`config.mk`:
```
export PLATFORM = sky130hd
export DESIGN_NAME = fp_mul_main_flat
export DESIGN_NICKNAME = d
export VERILOG_FILES = /design/src/rtl/fp_pkg.sv /design/src/rtl/fp_mul_main_if.sv /design/src/rtl/fp_mul_round_norm.sv /design/src/rtl/fp_mul_main.sv /design/src/flat_wrapper.sv
export SDC_FILE = /design/constraint.sdc
export NUM_CORES = 2
export LEC_CHECK = 0
export ABC_AREA = 1
export CAP_MARGIN = 20
export CORE_MARGIN = 5
export CORE_UTILIZATION = 55
export CTS_BUF_LIST = sky130_fd_sc_hd__clkbuf_2
export DETAILED_ROUTE_END_ITERATION = 10
export GPL_ROUTABILITY_DRIVEN = 0
export GPL_TIMING_DRIVEN = 1
export HOLD_SLACK_MARGIN = 0.15
export PLACE_DENSITY = 0.76
export SETUP_SLACK_MARGIN = 0.05
export SLEW_MARGIN = 15
export SYNTH_ARGS = -nofsm -noshare
export SYNTH_HDL_FRONTEND = slang
export SYNTH_HIERARCHICAL = 1
export SYNTH_SLANG_ARGS = --single-unit
export TNS_END_PERCENT = 50
```
`constraint.sdc`:
```
create_clock -name clk -period 6.3 [get_ports clk]
set_clock_uncertainty 0.1 [all_clocks]
set_input_delay 0.63 -clock clk [delete_from_list [all_inputs] [get_ports clk]]
set_output_delay 0.63 -clock clk [all_outputs]
set_load 0.03 [all_outputs]
```
`src/rtl/fp_pkg.sv`:
```
// Shared binary32 field widths, special encodings and operand-pair classification
// for the floating-point datapath.
package fp_pkg;

    localparam int EXP_W  = 8;
    localparam int FRAC_W = 23;
    localparam int BIAS   = 127;

    localparam logic [31:0] QNAN    = 32'h7FC0_0000;
    localparam logic [31:0] POS_INF = 32'h7F80_0000;

    typedef enum logic [1:0] {
        NORMAL,
        ZERO,
        INF,
        NAN
    } spec_e;

    // Priority: NaN operand, Inf*0, Inf*x, 0*x. Exponent 0 counts as zero (subnormals flushed).
    function automatic spec_e classify(input logic [31:0] a, input logic [31:0] b);
        logic a_max, b_max, a_nan, b_nan, a_inf, b_inf, a_zero, b_zero;
        spec_e code;
        a_max  = (a[FRAC_W +: EXP_W] == '1);
        b_max  = (b[FRAC_W +: EXP_W] == '1);
        a_nan  = a_max && (a[FRAC_W-1:0] != '0);
        b_nan  = b_max && (b[FRAC_W-1:0] != '0);
        a_inf  = a_max && (a[FRAC_W-1:0] == '0);
        b_inf  = b_max && (b[FRAC_W-1:0] == '0);
        a_zero = (a[FRAC_W +: EXP_W] == '0);
        b_zero = (b[FRAC_W +: EXP_W] == '0);
        if (a_nan || b_nan)
            code = NAN;
        else if ((a_inf && b_zero) || (b_inf && a_zero))
            code = NAN;
        else if (a_inf || b_inf)
            code = INF;
        else if (a_zero || b_zero)
            code = ZERO;
        else
            code = NORMAL;
        return code;
    endfunction

endpackage

```
`src/rtl/fp_mul_main_if.sv`:
```
// Operand/result bundle for the binary32 multiplier; master drives operands,
// slave returns product and flags.
interface fp_mul_main_if #(parameter int DATA_WIDTH = 32);
    logic [DATA_WIDTH-1:0] a;
    logic [DATA_WIDTH-1:0] b;
    logic [DATA_WIDTH-1:0] m;
    logic                  overflow;
    logic                  underflow;

    modport master (output a, b, input m, overflow, underflow);
    modport slave  (input a, b, output m, overflow, underflow);
endinterface

```
`src/rtl/fp_mul_round_norm.sv`:
```
// Combinational normalize/round/pack with overflow/underflow detection.
// Rounding is round-to-nearest-even when FP_MUL_RNE_EN is defined, truncation otherwise.
module fp_mul_round_norm
    import fp_pkg::*;
(
    input  spec_e              spec,
    input  logic               sign,
    input  logic [47:0]        prod,
    input  logic signed [9:0]  exp_in,
    output logic [31:0]        m,
    output logic               overflow,
    output logic               underflow
);

    logic [23:0]       mant;
    logic [23:0]       mant_f;
    logic signed [9:0] exp_n;
    logic signed [9:0] exp_f;
    logic              unused_bits;
`ifdef FP_MUL_RNE_EN
    logic              guard, round, sticky, inc;
    logic [24:0]       mant_r;
`endif

    always_comb begin
        mant        = prod[46:23];
        exp_n       = exp_in;
        mant_f      = '0;
        exp_f       = '0;
        unused_bits = 1'b0;
`ifdef FP_MUL_RNE_EN
        guard       = prod[22];
        round       = prod[21];
        sticky      = |prod[20:0];
        inc         = 1'b0;
        mant_r      = '0;
`endif
        if (prod[47]) begin
            mant  = prod[47:24];
            exp_n = exp_in + 10'sd1;
`ifdef FP_MUL_RNE_EN
            guard  = prod[23];
            round  = prod[22];
            sticky = |prod[21:0];
`endif
        end
`ifdef FP_MUL_RNE_EN
        inc    = guard && (round || sticky || mant[0]);
        mant_r = {1'b0, mant} + {24'd0, inc};
        // Carry out of the rounder only happens from all-ones, so the result is 1.0 x 2^(e+1).
        if (mant_r[24]) begin
            mant_f = mant_r[24:1];
            exp_f  = exp_n + 10'sd1;
        end else begin
            mant_f = mant_r[23:0];
            exp_f  = exp_n;
        end
        unused_bits = mant_f[23];
`else
        mant_f      = mant;
        exp_f       = exp_n;
        unused_bits = mant_f[23] ^ (^prod[22:0]);
`endif
    end

    always_comb begin
        m         = '0;
        overflow  = 1'b0;
        underflow = 1'b0;
        case (spec)
            NAN:  m = QNAN;
            INF:  m = POS_INF | {sign, 31'd0};
            ZERO: m = {sign, 31'd0};
            default: begin
                if (exp_f >= 10'sd255) begin
                    m        = POS_INF | {sign, 31'd0};
                    overflow = 1'b1;
                end else if (exp_f <= 10'sd0) begin
                    m         = {sign, 31'd0};
                    underflow = 1'b1;
                end else begin
                    m = {sign, exp_f[7:0], mant_f[22:0]};
                end
            end
        endcase
    end

endmodule

```
`src/rtl/fp_mul_main.sv`:
```
// Two-stage pipelined binary32 multiplier, subnormals flushed to zero.
// Build option: FP_MUL_RNE_EN selects round-to-nearest-even instead of truncation.
module fp_mul_main
    import fp_pkg::*;
(
    input  logic         clk,
    input  logic         rst,
    fp_mul_main_if.slave bus
);

    logic [23:0]       mant_a, mant_b;
    logic signed [9:0] exp_sum;
    logic [47:0]       prod;
    spec_e             spec;

    spec_e             s1_spec;
    logic              s1_sign;
    logic [47:0]       s1_prod;
    logic signed [9:0] s1_exp;

    logic [31:0]       m_n;
    logic              overflow_n, underflow_n;

    always_comb begin
        mant_a  = {1'b1, bus.a[FRAC_W-1:0]};
        mant_b  = {1'b1, bus.b[FRAC_W-1:0]};
        exp_sum = $signed({2'b00, bus.a[FRAC_W +: EXP_W]})
                + $signed({2'b00, bus.b[FRAC_W +: EXP_W]})
                - 10'(BIAS);
        prod    = {24'd0, mant_a} * {24'd0, mant_b};
        spec    = classify(bus.a, bus.b);
    end

    // Stage 1 resets to a positive ZERO so stage 2 presents 0 with no flags after reset.
    always_ff @(posedge clk) begin
        if (rst) begin
            s1_spec <= ZERO;
            s1_sign <= 1'b0;
            s1_prod <= '0;
            s1_exp  <= '0;
        end else begin
            s1_spec <= spec;
            s1_sign <= bus.a[31] ^ bus.b[31];
            s1_prod <= prod;
            s1_exp  <= exp_sum;
        end
    end

    fp_mul_round_norm u_round_norm (
        .spec      (s1_spec),
        .sign      (s1_sign),
        .prod      (s1_prod),
        .exp_in    (s1_exp),
        .m         (m_n),
        .overflow  (overflow_n),
        .underflow (underflow_n)
    );

    always_ff @(posedge clk) begin
        if (rst) begin
            bus.m         <= '0;
            bus.overflow  <= 1'b0;
            bus.underflow <= 1'b0;
        end else begin
            bus.m         <= m_n;
            bus.overflow  <= overflow_n;
            bus.underflow <= underflow_n;
        end
    end

endmodule

```
`src/flat_wrapper.sv`:
```
// flat-port wrapper written by rule: the top's interface ports become plain ports
module fp_mul_main_flat import fp_pkg::*;
  (clk, rst, bus_a, bus_b, bus_m, bus_overflow, bus_underflow);
  fp_mul_main_if #(.DATA_WIDTH(32)) bus_i ();
  input  logic clk;
  input  logic rst;
  input wire logic [$bits(bus_i.a)-1:0] bus_a;
  input wire logic [$bits(bus_i.b)-1:0] bus_b;
  output wire logic [$bits(bus_i.m)-1:0] bus_m;
  output wire logic [$bits(bus_i.overflow)-1:0] bus_overflow;
  output wire logic [$bits(bus_i.underflow)-1:0] bus_underflow;
  assign bus_i.a = bus_a;
  assign bus_i.b = bus_b;
  assign bus_m = bus_i.m;
  assign bus_overflow = bus_i.overflow;
  assign bus_underflow = bus_i.underflow;
  fp_mul_main u_core (.clk(clk), .rst(rst), .bus(bus_i));
endmodule
```
==> metrics.json <==
{
  "floorplanning": {
    "effective_utilization_at_floorplan_pct": 55.77,
    "design.die.area_sq_um": 46960,
    "die_height_um": 216.7,
    "std_cell_rows": 75,
    "fp.dieW_um": 216.7,
    "core-area_sq_um": 42130,
    "io_pins": 100
  },
  "routing": {
    "route.detailed.wl_per_inst_um": 16.22,
    "drc": 0,
    "routed-via-count": 20100,
    "detailedRoute.firstIterationViolations": 1537,
    "route.final.wire_length_um": 64860,
    "wirelength_met1_um": 25890,
    "tritonroute_pass_1_iters": 6,
    "uppermost_layer_routed": "met4",
    "via_to_cell_ratio": 5.027,
    "detailroute.wirelength.met3_um": 5785,
    "antenna_left": 0,
    "routed-wl-met2_um": 30330
  },
  "timing": {
    "hold_viol_final": 0,
    "tightestPinTransition_ns": 0.9262,
    "slew_headroom_pct": 37.87,
    "finalWorstPathRequiredPeriod_ns": 6.089,
    "timing.final.setup_violations": 0,
    "maxClockFrequency_mhz": 164.2,
    "final_min_period_over_clock_period_pct": 96.66,
    "number_of_slew_limit_violations_in_the_final_report": 0,
    "setup_repair_after_global_routing_missed_its_margin": "no"
  },
  "global_route": {
    "vias_in_the_first_global_route": 20510,
    "grt_first_pass_wirelength_um": 99660,
    "number_of_antenna_violations_at_the_first_check_in_global_routing": 2,
    "grtUsageTotal_pct": 25.93,
    "grt_max_degree": 44,
    "sum_of_overflow_across_all_layers_after_global_routing": 0
  },
  "flow_run": {
    "cap_viol_max_count": 0
  },
  "place": {
    "place_inst": 3943,
    "dp_hpwl_um": 51500,
    "port_buffers": 99
  },
  "critical_path": {
    "critical_path_class": "in2reg",
    "critical-path-max-stage-delay_ns": 0.55,
    "type_of_element_launching_the_critical_path": "input port",
    "cp_slowest_cell": "sky130_fd_sc_hd__fa_1",
    "endpoint_kind": "register",
    "critical_path.reg2reg.startpoint": "u_core/s1_prod[47]",
    "path_depth": 25,
    "cp_data_arrival_time_ns": 6.42,
    "worst-path-max-fanout": 7,
    "reg2regPathDepth": 11,
    "worst_path_most_repeated_cell": "sky130_fd_sc_hd__fa_1",
    "wp_data_required_ns": 6.63,
    "worst_path_dominant_cell_family": "adder cells",
    "critical_path.n_buffers_inverters": 7,
    "reg2reg_to": "u_core/bus.m[17]",
    "ff2ff_setup_slack_ns": 3.67
  },
  "clock_network": {
    "cts_root_buffer": "sky130_fd_sc_hd__clkbuf_2",
    "cts.htree.levels": 3,
    "numClockSinks": 72,
    "postCtsHoldBufs": 0,
    "clock_insertion_delay_worst_skew_ns": 0.54,
    "clkTransAtPathRegs_ns": 0.22,
    "max-clock-path-buffers": 2,
    "cts_tree": "built",
    "cts-buffers-inserted": 9
  },
  "cells_and_area": {
    "synthToLayoutAreaGrowth_pct": 18.81,
    "count_of_placed_standard_cells_in_the_final_layout_fillers_left_out": 3998,
    "final_layout_size_suffix_gt1_share_pct": 11.98,
    "net_total_in_the_final_layout": 4190
  },
  "run_status": {
    "status": "finished clean"
  },
  "yosys": {
    "synth-warning-count": 6,
    "post_synthesis_cell_count": 3238,
    "cell_area_synth_sq_um": 23500,
    "syn_area_per_cell_sq_um": 7.257,
    "syn-num-nets": 3976
  },
  "hold_path": {
    "hold_path_depth": 3,
    "hold_class": "reg2reg",
    "hold_start": "u_core/s1_sign",
    "hold-path-endpoint": "u_core/bus.m[31]"
  }
}
[per-stage QoR]
| step | utilization, % | TNS [ns] | worst slack, ns | instance area (sq um) | hold WS, ns |
|---|---|---|---|---|---|
| 5_1_grt | 66.26 | 0 | 0.02358 | 27920 | 0.5150 |
| 4_1_cts | 63.23 | 0 | 0.04613 | 26640 | 0.4810 |
| 3_3_place_gp | 63.01 | -12.36 | -0.5548 | 26550 | 0.4400 |
| 3_5_place_dp | 63.01 | -12.95 | -0.5894 | 26550 | 0.4527 |
| 6_report | 66.26 | 0 | 0.2106 | 27920 | 0.4785 |
| 2_1_floorplan | - | 0 | 0.1063 | 23500 | 0.4123 |
[cells in the final DEF (no fill, tap or decap), types with 3 or more instances in the layout]
| master | count |
|---|---|
| sky130_fd_sc_hd__dlymetal6s2s_1 | 32 |
| sky130_fd_sc_hd__nand2_1 | 843 |
| sky130_fd_sc_hd__nor4_1 | 13 |
| sky130_fd_sc_hd__fa_1 | 461 |
| sky130_fd_sc_hd__ha_4 | 20 |
| sky130_fd_sc_hd__dlygate4sd2_1 | 3 |
| sky130_fd_sc_hd__nor2_4 | 19 |
| sky130_fd_sc_hd__nand2_4 | 11 |
| sky130_fd_sc_hd__o21a_1 | 3 |
| sky130_fd_sc_hd__buf_6 | 15 |
| sky130_fd_sc_hd__inv_1 | 1073 |
| sky130_fd_sc_hd__inv_2 | 12 |
| sky130_fd_sc_hd__dfxtp_1 | 72 |
| sky130_fd_sc_hd__fa_2 | 22 |
| sky130_fd_sc_hd__buf_4 | 147 |
| sky130_fd_sc_hd__o21ai_0 | 23 |
| sky130_fd_sc_hd__nand4_1 | 14 |
| sky130_fd_sc_hd__ha_1 | 169 |
| sky130_fd_sc_hd__mux2i_1 | 11 |
| sky130_fd_sc_hd__clkbuf_16 | 11 |
| sky130_fd_sc_hd__nand2_2 | 41 |
| sky130_fd_sc_hd__nor3_1 | 5 |
| sky130_fd_sc_hd__nor2_2 | 20 |
| sky130_fd_sc_hd__nand3_1 | 45 |
| sky130_fd_sc_hd__a21oi_1 | 45 |
| sky130_fd_sc_hd__clkbuf_2 | 11 |
| sky130_fd_sc_hd__nor2_1 | 146 |
| sky130_fd_sc_hd__o21bai_1 | 6 |
| sky130_fd_sc_hd__clkdlybuf4s50_1 | 63 |
| sky130_fd_sc_hd__a21oi_2 | 13 |
| sky130_fd_sc_hd__buf_12 | 42 |
| sky130_fd_sc_hd__nand3_2 | 14 |
| sky130_fd_sc_hd__xnor2_1 | 5 |
[routing by layer]
layer  vias up  GRT usage, %
met1      9606         36.21
li1       9398             -
met3       198         4.354
met2       896         43.02
met5         -             0
met4         0         5.618
[worst min-delay path, delay by kind of cell, from the launching register on]
| family | cells | cell delay [ns] |
|---|---|---|
| flip-flops | 1 | 0.34 |
| buffers and inverters | 1 | 0.05 |
| AND/OR/NAND/NOR | 2 | 0.18 |
[worst max-delay path by stage]
stage / start / endpoint / slack (ns)
after global placement: bus_a[15] / u_core/s1_prod[39] / -0.55
after detailed placement: bus_a[15] / u_core/s1_prod[39] / -0.59
after floorplan: bus_b[3] / u_core/s1_prod[40] / 0.11
after CTS: bus_a[13] / u_core/s1_prod[34] / 0.05
after global routing: bus_a[22] / u_core/s1_prod[36] / 0.02
final: bus_a[22] / u_core/s1_prod[44] / 0.21
[layout make-up]
cell class                      instances  area (sq um)
Fill cell                            3330         14220
Sequential cell                        72          1441
Clock buffer                           10         50.05
Antenna cell                            2         5.005
Multi-Input combinational cell       1966         18150
Tap cell                              539         674.4
Timing Repair Buffer                  317          3476
Inverter                             1086          4076
Clock inverter                          6         43.79
[repair_timing]
action | 4_1_cts | 5_1_grt
setup endpoints to repair | 9 | 25
gates resized for setup | 5 | 203
setup buffers | 0 | 24
cloned | 0 | 13
pin swaps | 0 | 85
[registers in the layout (all words and copies together) (netlist names)]
register              count
u_core/s1_spec            2
u_core/s1_sign            1
u_core/bus.underflow      1
u_core/s1_exp            10
u_core/s1_prod           25
u_core/bus.m             32
u_core/bus.overflow       1
Power is left out: the tool's default activity adds up to more than one toggle a clock period on the data nets, which glitch-free logic cannot reach.
